`src/rtl/proc_ctrl_pkg.sv`:
```
// Shared definitions for the multi-cycle processor controller: opcodes, FSM
// states, ALU operation codes and the datapath select decode.
package proc_ctrl_pkg;

    localparam logic [4:0] OP_AR   = 5'h00;
    localparam logic [4:0] OP_T    = 5'h01;
    localparam logic [4:0] OP_I    = 5'h02;
    localparam logic [4:0] OP_J    = 5'h03;
    localparam logic [4:0] OP_HALT = 5'h1F;

    localparam logic [3:0] ALU_OP_FUNC = 4'h2;
    localparam logic [3:0] ALU_OP_ADD  = 4'h0;

    typedef enum logic [2:0] {
        IDLE, FETCH, DECODE, EXEC, WB, JUMP, HALTED, TRAP
    } state_t;

    typedef struct packed {
        logic [3:0] alu_op;
        logic       sel_wr_reg;
        logic       sel_wr_data;
        logic       sel_alu_b;
    } ctrl_sel_t;

    // Datapath selects per instruction class; J, HALT and illegal opcodes use none.
    function automatic ctrl_sel_t decode_sel(input logic [4:0] opcode);
        ctrl_sel_t s;
        s = '0;
        case (opcode)
            OP_AR: s.alu_op = ALU_OP_FUNC;
            OP_I: begin
                s.alu_op     = ALU_OP_ADD;
                s.sel_wr_reg = 1'b1;
                s.sel_alu_b  = 1'b1;
            end
            OP_T: begin
                s.sel_wr_reg  = 1'b1;
                s.sel_wr_data = 1'b1;
            end
            default: ;
        endcase
        return s;
    endfunction

endpackage

```
`src/rtl/fetch_watchdog.sv`:
```
// Counts FETCH cycles without an instruction-memory ack and flags the cycle in
// which the wait budget is exhausted. Only built when IM_TIMEOUT_EN is defined.
module fetch_watchdog #(
    parameter int TIMEOUT_CYCLES = 15
) (
    input  logic i_clk,
    input  logic i_rst_n,
    input  logic i_in_fetch,
    input  logic i_im_ack,
    output logic o_timeout
);

    localparam int CW = $clog2(TIMEOUT_CYCLES + 1);

    logic [CW-1:0] r_wait_cnt;

    always_ff @(posedge i_clk or negedge i_rst_n) begin
        if (!i_rst_n) begin
            r_wait_cnt <= '0;
        end else if (!i_in_fetch) begin
            r_wait_cnt <= '0;
        end else if (!i_im_ack) begin
            r_wait_cnt <= r_wait_cnt + CW'(1);
        end
    end

    // A late ack in the final cycle still wins over the timeout.
    assign o_timeout = i_in_fetch && !i_im_ack && (r_wait_cnt == CW'(TIMEOUT_CYCLES - 1));

endmodule

```
`src/rtl/multicycle_controller.sv`:
```
// Multi-cycle FETCH/DECODE/EXEC/WB sequencer with J, HALT and illegal-opcode trap paths.
// Optional instruction-fetch timeout is enabled by defining IM_TIMEOUT_EN.
module multicycle_controller
    import proc_ctrl_pkg::*;
#(
    parameter int RETIRE_W = 16
`ifdef IM_TIMEOUT_EN
    ,
    parameter int TIMEOUT_CYCLES = 15
`endif
) (
    input  logic                i_clk,
    input  logic                i_rst_n,
    input  logic                i_start,
    input  logic [4:0]          i_opcode,
    input  logic                i_im_ack,
    output logic                o_im_req,
    output logic                o_ir_load,
    output logic                o_pc_inc,
    output logic                o_pc_jump,
    output logic                o_reg_write,
    output logic [3:0]          o_alu_op,
    output logic                o_sel_wr_reg,
    output logic                o_sel_wr_data,
    output logic                o_sel_alu_b,
    output logic                o_halted,
    output logic                o_trap,
    output logic [RETIRE_W-1:0] o_instr_retired
);

    state_t              r_state;
    state_t              w_next;
    ctrl_sel_t           r_sel;
    ctrl_sel_t           w_sel;
    logic                r_im_req;
    logic                r_wb;
    logic                r_pc_jump;
    logic                r_halted;
    logic                r_trap;
    logic [RETIRE_W-1:0] r_retired;
    logic                w_timeout;
    logic                w_halt_dec;
    logic                w_retire;

`ifdef IM_TIMEOUT_EN
    fetch_watchdog #(
        .TIMEOUT_CYCLES(TIMEOUT_CYCLES)
    ) u_fetch_watchdog (
        .i_clk      (i_clk),
        .i_rst_n    (i_rst_n),
        .i_in_fetch (r_state == FETCH),
        .i_im_ack   (i_im_ack),
        .o_timeout  (w_timeout)
    );
`else
    assign w_timeout = 1'b0;
`endif

    assign w_halt_dec = (r_state == DECODE) && (i_opcode == OP_HALT);
    assign w_retire   = (r_state == WB) || (r_state == JUMP) || w_halt_dec;

    always_comb begin
        // NOTE: default assignment first so no path through the case infers a latch.
        w_next = r_state;
        case (r_state)
            IDLE:    if (i_start) w_next = FETCH;
            FETCH: begin
                if (i_im_ack)       w_next = DECODE;
                else if (w_timeout) w_next = TRAP;
            end
            DECODE: begin
                case (i_opcode)
                    OP_AR, OP_I: w_next = EXEC;
                    OP_T:        w_next = WB;
                    OP_J:        w_next = JUMP;
                    OP_HALT:     w_next = HALTED;
                    default:     w_next = TRAP;
                endcase
            end
            EXEC:    w_next = WB;
            WB:      w_next = FETCH;
            JUMP:    w_next = FETCH;
            HALTED:  if (i_start) w_next = FETCH;
            TRAP:    w_next = TRAP;
            default: w_next = IDLE;
        endcase
    end

    // Selects come straight from the opcode in DECODE, then are held from the register.
    assign w_sel = (r_state == DECODE) ? decode_sel(i_opcode) : r_sel;

    always_ff @(posedge i_clk or negedge i_rst_n) begin
        // NOTE: every control register is reset so an async reset never leaves a write pulse behind.
        if (!i_rst_n) begin
            r_state   <= IDLE;
            r_sel     <= '0;
            r_im_req  <= 1'b0;
            r_wb      <= 1'b0;
            r_pc_jump <= 1'b0;
            r_halted  <= 1'b0;
            r_trap    <= 1'b0;
            r_retired <= '0;
        end else begin
            // NOTE: non-blocking assignments so all state updates see pre-edge values.
            r_state   <= w_next;
            r_im_req  <= (w_next == FETCH);
            r_wb      <= (w_next == WB);
            r_pc_jump <= (w_next == JUMP);
            r_halted  <= (w_next == HALTED);
            r_trap    <= (w_next == TRAP);
            r_sel     <= ((w_next == EXEC) || (w_next == WB)) ? w_sel : '0;
            if (w_retire) r_retired <= r_retired + RETIRE_W'(1);
        end
    end

    assign o_im_req        = r_im_req;
    assign o_ir_load       = r_im_req && i_im_ack;
    assign o_pc_inc        = r_wb || w_halt_dec;
    assign o_pc_jump       = r_pc_jump;
    assign o_reg_write     = r_wb;
    assign o_alu_op        = w_sel.alu_op;
    assign o_sel_wr_reg    = w_sel.sel_wr_reg;
    assign o_sel_wr_data   = w_sel.sel_wr_data;
    assign o_sel_alu_b     = w_sel.sel_alu_b;
    assign o_halted        = r_halted;
    assign o_trap          = r_trap;
    assign o_instr_retired = r_retired;

endmodule
```
`config.mk`:
```
export PLATFORM = sky130hd
export DESIGN_NAME = multicycle_controller
export DESIGN_NICKNAME = d
export VERILOG_FILES = /design/src/rtl/proc_ctrl_pkg.sv /design/src/rtl/fetch_watchdog.sv /design/src/rtl/multicycle_controller.sv
export SDC_FILE = /design/constraint.sdc
export NUM_CORES = 1
export LEC_CHECK = 0
export CAP_MARGIN = 25
export CORE_ASPECT_RATIO = 0.8
export CORE_MARGIN = 3
export CORE_UTILIZATION = 35
export CTS_CLUSTER_DIAMETER = 150
export CTS_CLUSTER_SIZE = 20
export DETAILED_ROUTE_END_ITERATION = 8
export GPL_TIMING_DRIVEN = 0
export MAX_ROUTING_LAYER = met4
export PLACE_DENSITY = 0.65
export RECOVER_POWER = 25
export SYNTH_ARGS = -nofsm -noshare
export SYNTH_HDL_FRONTEND = slang
export SYNTH_HIERARCHICAL = 1
export SYNTH_SLANG_ARGS = --single-unit
export TNS_END_PERCENT = 50
```
`constraint.sdc`:
```
create_clock -name i_clk -period 2.1 [get_ports i_clk]
set_input_delay 0.21 -clock i_clk [delete_from_list [all_inputs] [get_ports i_clk]]
set_output_delay 0.21 -clock i_clk [all_outputs]
set_load 0.02 [all_outputs]
```
==> key figures, run 1 <==
Status
  • Status: finished clean

Synth
  • Post-Syn Instances: 144
  • Syn_nets: 154
  • Mapped Avg Cell Area: 10.6 um^2
  • Synthesized area: 1530 um^2
  • Yosys cell types: 39
  • Sequential fraction of the synthesis area: 0.508
  • Register bit total from synthesis: 31
  • Yosys warns: 6

Worst setup path
  • Critical path peak fanout: 9
  • CP startpoint kind: register
  • Flop2flop setup slack: 380 ps
  • Reg2reg end: o_instr_retired[13]$_DFFE_PN0P_
  • Worst EP arrival: 1780 ps
  • Crit path required time: 1890 ps
  • CP max stage delay: 350 ps
  • Highest-delay cell along the critical path: dfrtp_1
  • CP bufs+invs: 2
  • CP top delay family: buffers and inverters
  • WS Path Type: reg -> out
  • Worst-path cell chain: buf_2, nor2b_4, nand2_1, o41ai_2, clkdlybuf4s15_2
  • Worst reg-to-reg path cell count: 6
  • Worst flop-to-flop path startpoint: r_state[2]$_DFF_PN0_
  • Crit end category: output port

Finish
  • Inserted Diodes: 0
  • Non-Filler Instances: 246
  • Area Growth Syn to Fin: 39.2%
  • Share of cells above drive strength 1: 0.147
  • Final nets: 200
  • Final core occ: 0.531

STA
  • Worst setup margin: 108 ps
  • Final period util: 0.948
  • Fmax: 502 MHz
  • Clock Skews: 3.54 ps
  • Min Hold Slack: 451 ps
  • Fin. max-slew vios: 0
  • Rel. slew slack: 0.465
  • Final Hold Vio Count: 0
  • Least-Margin Pin Slew: 802 ps
  • Final setup vio count: 0
  • Min Tclk post-route: 1990 ps

Global routing
  • First-pass GRT wire length: 6090 um
  • Vias in the first global route: 1267
  • Largest net degree at the start of global routing: 18
  • Initial antenna violation count: 0
  • Overall Global Routing Usage: 0.154
  • Grt total ovfl: 0

Drt
  • Antenna viol nets, final: 0
  • Vias post-DR: 1240
  • Remaining DRCs: 0
  • First-pass iteration count of the detailed router: 4
  • Post-DR wirelength/cell: 13.9 um
  • Via density: 5.04
  • 1st-iter DRT viols: 81
  • Final WL: 3420 um

Placed design
  • HPWL Detailed: 2610 um
  • Routability cong.: 0.859
  • I/O Buffers: 38
  • Dpl cells: 238
  • Pre-CTS setup slack: -340 ps

Flow run
  • Max-Cap Viols: 0

Clocking
  • Clk slew on worst S/H paths: 60 ps
  • CTS max path bufs: 2
  • Clock Sinks: 31
  • Worst-Skew Late Latency: 270 ps
  • Hold_buf cts: 0
  • Inserted Clock Buffers: 5
  • H-tree Lvls: 2
  • CTS tree: yes
  • CTS root buf: clkbuf_8

Die
  • Die W: 79.9 um
  • # IOs: 39
  • Die ar.: 5200 um^2
  • Initial Util: 0.382
  • Die H: 65.1 um
  • Row count: 20
  • Core area: 4000 um^2

Power and ir drop
  • Maximum vdd drop: 0.451 mV
  • Pwr/cell area: 1020 nW/um^2
  • Leakage Power: 0.970 nW
  • Comb pwr share: 0.395
  • Clk pwr share: 0.231
  • Net Switching: 804 uW
  • Internal Power: 1.37 mW
  • Sw frac: 0.370
  • Flop pwr share: 0.374

Worst hold path
  • HP Class: in -> async
-- area by class of cell --
| cell class | instances | area (um^2) |
|---|---|---|
| Sequential cell | 31 | 777 |
| Timing Repair Buffer | 40 | 398 |
| Clock buffer | 8 | 100 |
| Fill cell | 368 | 1880 |
| Tap cell | 55 | 68.8 |
| Inverter | 3 | 11.3 |
| Buffer | 3 | 12.5 |
| Multi-Input combinational cell | 106 | 759 |
-- timing repair --
item | in CTS | in global routing
endpoints found under the setup margin | 8 | 4
setup buffers | 1 | 0
pin swaps | 1 | 0
gates cloned | 0 | 0
resized for setup | 16 | 4
-- cells by family (layout without fill, tap and decap cells) --
kind of cell,Yosys count,after routing,synth area share
and+or+nand+nor,71,71,0.282
DFF,31,31,0.508
AOI/OAI and AO/OA,18,18,0.0926
xor gates and xnor gates,16,16,0.0917
buffers and inverters,7,54,0.0180
adders and majority gates,1,1,0.00819
-- synth_stat cells --
| master | n | share of area |
|---|---|---|
| dfrtp_1 | 31 | 0.51 |
| nor3_1 | 8 | 0.026 |
| nor3b_4 | 1 | 0.012 |
| o21ai_0 | 4 | 0.013 |
| a22oi_1 | 1 | 0.0049 |
| nand4_1 | 5 | 0.020 |
| and2_1 | 1 | 0.0041 |
| xnor2_1 | 7 | 0.040 |
| a31oi_4 | 1 | 0.014 |
| nand2b_1 | 1 | 0.0041 |
| or3_1 | 1 | 0.0041 |
| nand2_1 | 19 | 0.047 |
| and3_1 | 4 | 0.016 |
| o211ai_1 | 1 | 0.0049 |
| nor2b_1 | 1 | 0.0041 |
| o21a_1 | 1 | 0.0049 |
| nand3_1 | 7 | 0.023 |
| a21boi_0 | 1 | 0.0049 |
| clkbuf_1 | 3 | 0.0074 |
| o211ai_2 | 1 | 0.0082 |
| nor2b_2 | 1 | 0.0057 |
| inv_1 | 3 | 0.0074 |
| nor3_2 | 1 | 0.0066 |
| nor4_1 | 2 | 0.0082 |
| and2b_2 | 4 | 0.023 |
| buf_2 | 1 | 0.0033 |
| nor4_4 | 1 | 0.014 |
| o41ai_1 | 1 | 0.0057 |
| a221o_2 | 1 | 0.0074 |
| and4_1 | 4 | 0.023 |
| nor2_1 | 6 | 0.015 |
| xor2_1 | 9 | 0.052 |
| ha_1 | 1 | 0.0082 |
| nand3b_1 | 1 | 0.0049 |
| or4_1 | 1 | 0.0049 |
| a21oi_1 | 4 | 0.013 |
| nor4b_2 | 1 | 0.0098 |
| a31o_2 | 2 | 0.011 |
| nor4b_1 | 1 | 0.0057 |
-- sequential cells by signal, indices dropped and copies added (netlist names) --
name	cells
r_state	3
o_im_req	1
r_sel	7
o_trap	1
o_reg_write	1
o_pc_jump	1
o_halted	1
o_instr_retired	16
-- power by group through the flow --
stage / Combinational (mW) / Clock [mW] / Sequential (mW)
floorplan: 0.422 / 0 / 0.895
finish: 0.858 / 0.502 / 0.813
global placement: 0.812 / 0 / 0.815
CTS: 0.853 / 0.517 / 0.812
detailed placement: 0.830 / 0 / 0.823
global route: 0.940 / 0.539 / 0.832
-- how the worst max path moves through the flow --
stage                    startpoint             to  cells after the start
6_report       r_state[2]$_DFF_PN0_    o_alu_op[1]                      5
5_1_grt        r_state[2]$_DFF_PN0_    o_alu_op[1]                      5
4_1_cts        r_state[2]$_DFF_PN0_       o_pc_inc                      5
3_5_place_dp            i_opcode[1]  o_sel_wr_data                      5
3_3_place_gp            i_opcode[1]  o_sel_wr_data                      5
2_1_floorplan  r_state[2]$_DFF_PN0_    o_alu_op[1]                      4
-- cell usage in the layout, fill, tap and decap left out, types with 2 or more instances in the layout --
| cell type | Yosys | layout |
|---|---|---|
| and4_1 | 4 | 3 |
| dlygate4sd2_1 | 0 | 8 |
| o21ai_0 | 4 | 4 |
| a21oi_1 | 4 | 4 |
| clkdlybuf4s50_1 | 0 | 27 |
| nand3_1 | 7 | 7 |
| dfrtp_1 | 31 | 30 |
| inv_1 | 3 | 3 |
| clkbuf_8 | 0 | 7 |
| a31o_2 | 2 | 2 |
| nor2_1 | 6 | 6 |
| and3_1 | 4 | 4 |
| nor3_1 | 8 | 8 |
| nand2_1 | 19 | 19 |
| nor4_4 | 1 | 2 |
| clkbuf_1 | 3 | 4 |
| xnor2_1 | 7 | 7 |
| and2b_2 | 4 | 4 |
| nand4_1 | 5 | 5 |
| xor2_1 | 9 | 9 |
-- routing by layer --
layer | global-route usage | vias up | part of all wire
met5 | - | - | 0
met4 | 0.0443 | 0 | 0.0088
met3 | 0.0301 | 2 | 0.033
met2 | 0.245 | 21 | 0.49
met1 | 0.201 | 608 | 0.47
li1 | - | 609 | -
-- stage by stage --
stage	setup TNS (ps)	power (mW)	instance area (um^2)
2_1_floorplan	0	1.32	1530
3_3_place_gp	-924	1.63	1980
3_5_place_dp	-963	1.65	1990
4_1_cts	-62.2	2.18	2120
5_1_grt	-45.5	2.31	2130
6_report	0	2.17	2130
Power figures use the tool's default switching activity.
==> run 2, diff against run 1 <==
--- a/config.mk
+++ b/config.mk
@@ -5,16 +5,16 @@
 export SDC_FILE = /design/constraint.sdc
 export NUM_CORES = 1
 export LEC_CHECK = 0
-export CAP_MARGIN = 25
+export ABC_AREA = 1
 export CORE_ASPECT_RATIO = 0.8
 export CORE_MARGIN = 3
 export CORE_UTILIZATION = 35
 export CTS_CLUSTER_DIAMETER = 150
-export CTS_CLUSTER_SIZE = 20
+export CTS_CLUSTER_SIZE = 28
 export DETAILED_ROUTE_END_ITERATION = 8
 export GPL_TIMING_DRIVEN = 0
 export MAX_ROUTING_LAYER = met4
-export PLACE_DENSITY = 0.65
+export PLACE_DENSITY = 0.64
 export RECOVER_POWER = 25
 export SYNTH_ARGS = -nofsm -noshare
 export SYNTH_HDL_FRONTEND = slang
==> run 2 against run 1 <==
Hold slack better by 65 ps. Count of clock-buffer cells in the layout down 2. Largest power group unchanged. Maximum frequency increased by 1.9%. First-iteration DRC count shrank 49%. Register-to-register slack better by 170 ps. Non-clock buffer count grew 1. Routed wire length is 5.7% higher. Clock skew barely moved. Synthesized cell count increased by 47%. Global-route usage fell by 0.74 points. Critical path depth rose by 1. Die area increased by 8.8%.
==> key figures, run 2 <==
Synth
  • Post-synth EDFFs: 0
  • Adder-Cell Fraction of Synth Area: 0.00747
  • Commonest cells in the netlist: nand2_1 (55), dfrtp_1 (31), inv_1 (31)
  • Post-Syn Instances: 212
  • Yosys warns: 6
  • Xor/xnor cell area share of the yosys netlist: 0.0575
  • Synth Flop Type: dfrtp_1
  • Synth top area share: 0.463
  • Leading area contributor after synthesis: dfrtp_1
  • Syn_nets: 222
  • Synth area leaders: dfrtp_1 (46%), nand2_1 (12%), inv_1 (7.0%)
  • Largest family of logic cells by synthesized area: simple AND/OR/NAND/NOR gates
  • Yosys cell types: 24
  • Synthesized area: 1670 um^2
  • Mapped Avg Cell Area: 7.90 um^2
  • Top-count cell post-synth: nand2_1
  • Post-Synth Simple-Gate Area: 0.308
  • Post-synthesis mux area share: 0
  • Sequential fraction of the synthesis area: 0.463
  • Synth async-reset ratio: 1.00
  • Register bit total from synthesis: 31
  • Post-synthesis compound-gate area fraction: 0.0740

Drt
  • Post-DR wirelength/cell: 11.4 um
  • 1st-iter DRT viols: 41
  • Vias post-DR: 1420
  • Via density: 4.49
  • Remaining DRCs: 0
  • Final WL: 3610 um
  • First-pass iteration count of the detailed router: 4
  • Antenna viol nets, final: 0

Worst setup path
  • Crit path required time: 1890 ps
  • Crit end category: output port
  • Highest-delay cell along the critical path: clkdlybuf4s50_1
  • Critical path peak fanout: 5
  • CP max stage delay: 610 ps
  • CP startpoint kind: register
  • Worst-path cell chain: inv_2, nand2_2, nor2_2, nand3_1, nand2_1, clkdlybuf4s50_1
  • Worst EP arrival: 1740 ps
  • WS Path Type: reg -> out

Finish
  • Non-Filler Instances: 316
  • Commonest non-fill, non-tap cells in the layout: nand2_1 (55), inv_1 (30), clkdlybuf4s50_1 (30), dfrtp_1 (30), nor2_1 (20)
  • Final nets: 270
  • Filler Cell Count: 453
  • Footprint of the multi-input gates: 748 um^2
  • Max FFs per register: 16
  • Share of cells above drive strength 1: 0.108
  • Area occupied by registers: 777 um^2
  • Area Growth Syn to Fin: 32.2%
  • Commonest non-fill, non-tap cell in the layout: nand2_1
  • Inserted Diodes: 0

Clocking
  • CTS tree: yes
  • CTS max path bufs: 2
  • Inserted Clock Buffers: 5
  • H-tree Lvls: 2
  • CTS root buf: clkbuf_8
  • Clk slew on worst S/H paths: 60 ps
  • Clock Sinks: 31
  • Worst-Skew Late Latency: 280 ps

Global routing
  • Grt total ovfl: 0
  • Overall Global Routing Usage: 0.146
  • First-pass GRT wire length: 6280 um
  • Initial antenna violation count: 0
  • Largest net degree at the start of global routing: 32
  • Vias in the first global route: 1378

STA
  • Clock Skews: 3.33 ps
  • Least-Margin Pin Slew: 759 ps
  • Fmax: 512 MHz
  • Min Tclk post-route: 1950 ps
  • Fin. max-slew vios: 0
  • Worst setup margin: 146 ps
  • Final setup vio count: 0
  • Unrepaired setup endpoints after global routing: no
  • Rel. slew slack: 0.494
  • Final Hold Vio Count: 0
  • Final period util: 0.930

Power and ir drop
  • Maximum vdd drop: 0.486 mV
  • Total power: 2.25 mW
  • Pwr/cell area: 1010 nW/um^2
  • Leakage Power: 1.05 nW

Die
  • Row count: 21
  • Core area: 4390 um^2
  • Initial Util: 0.382
  • # IOs: 39
  • Die ar.: 5650 um^2
  • Die H: 67.9 um
  • Die W: 83.3 um

Flow run
  • Max-Cap Viols: 0

Placed design
  • Routability cong.: 0.807
  • HPWL Detailed: 2730 um
  • Pre-CTS setup slack: -31.1 ps
  • Dpl cells: 307
  • I/O Buffers: 38

Worst hold path
  • HP Class: reg -> reg

Status
  • Status: finished clean
[run 2: worst paths after layout]
kind | startpoint | endpoint | slack (ps) | cells past startpoint
max | r_state[2]$_DFF_PN0_ | o_pc_inc | 150 | 6
min | r_sel[3]$_DFF_PN0_ | r_sel[3]$_DFF_PN0_ | 520 | 2
max reg2reg | r_state[2]$_DFF_PN0_ | r_sel[2]$_DFF_PN0_ | 550 | 11
min reg2reg | r_sel[3]$_DFF_PN0_ | r_sel[3]$_DFF_PN0_ | 520 | 2
max in group asynchronous | i_rst_n | r_state[1]$_DFF_PN0_ | 1040 | 2
min in group asynchronous | i_rst_n | o_instr_retired[9]$_DFFE_PN0P_ | 530 | 2
[run 2: per-stage QoR]
step,setup TNS (ps),util,area (um^2),hold slack (ps)
2_1_floorplan,0,-,1670,-85.6
3_5_place_dp,-35.1,0.483,2120,293
4_1_cts,0,0.501,2200,519
5_1_grt,0,0.504,2210,543
3_3_place_gp,-43.0,0.484,2130,511
6_report,0,0.504,2210,516
[run 2: kinds of logic after synthesis]
| family | Yosys count |
|---|---|
| and+or+nand+nor | 110 |
| xor gates and xnor gates | 11 |
| AOI/OAI and AO/OA | 24 |
| adders and majority gates | 1 |
| buffers and inverters | 35 |
| DFF | 31 |
[run 2: worst max-delay path: cells and delay by family (launching register included)]
family	cells	cell delay [ps]
buf+inv	2	710
simple gates	4	370
flops	1	380
[run 2: layer usage]
metal / share of wire / track usage / routed length [um] / vias up
met1: 0.55 / 0.207 / 1980 / 631
li1: - / - / - / 752
met4: 0.014 / 0.0633 / 51 / 0
met3: 0.045 / 0.0337 / 163 / 6
met2: 0.39 / 0.199 / 1420 / 31
met5: 0 / - / 0 / -
[run 2: layout make-up]
cell class / count / share of cell area
sequential: 31 / 0.351
tap: 57 / 0.0322
inverter: 32 / 0.0554
clock buffer: 6 / 0.0328
multi-input combinational: 146 / 0.338
buffer: 3 / 0.0124
timing repair buffer: 41 / 0.178
[run 2: repair_timing]
| item | in CTS | in global routing |
|---|---|---|
| hold buffers | 1 | 0 |
| pin swaps | 0 | 0 |
| hold endpoints to repair | 31 | 0 |
| resized for setup | 9 | 3 |
| setup endpoints to repair | 7 | 2 |
| buffers inserted | 0 | 2 |
[run 2: where the power goes]
part	internal, mW	total, mW	switching (mW)
clock network	0.220	0.415	0.195
logic	0.397	1.01	0.610
registers	0.710	0.824	0.114
total	1.33	2.25	0.919
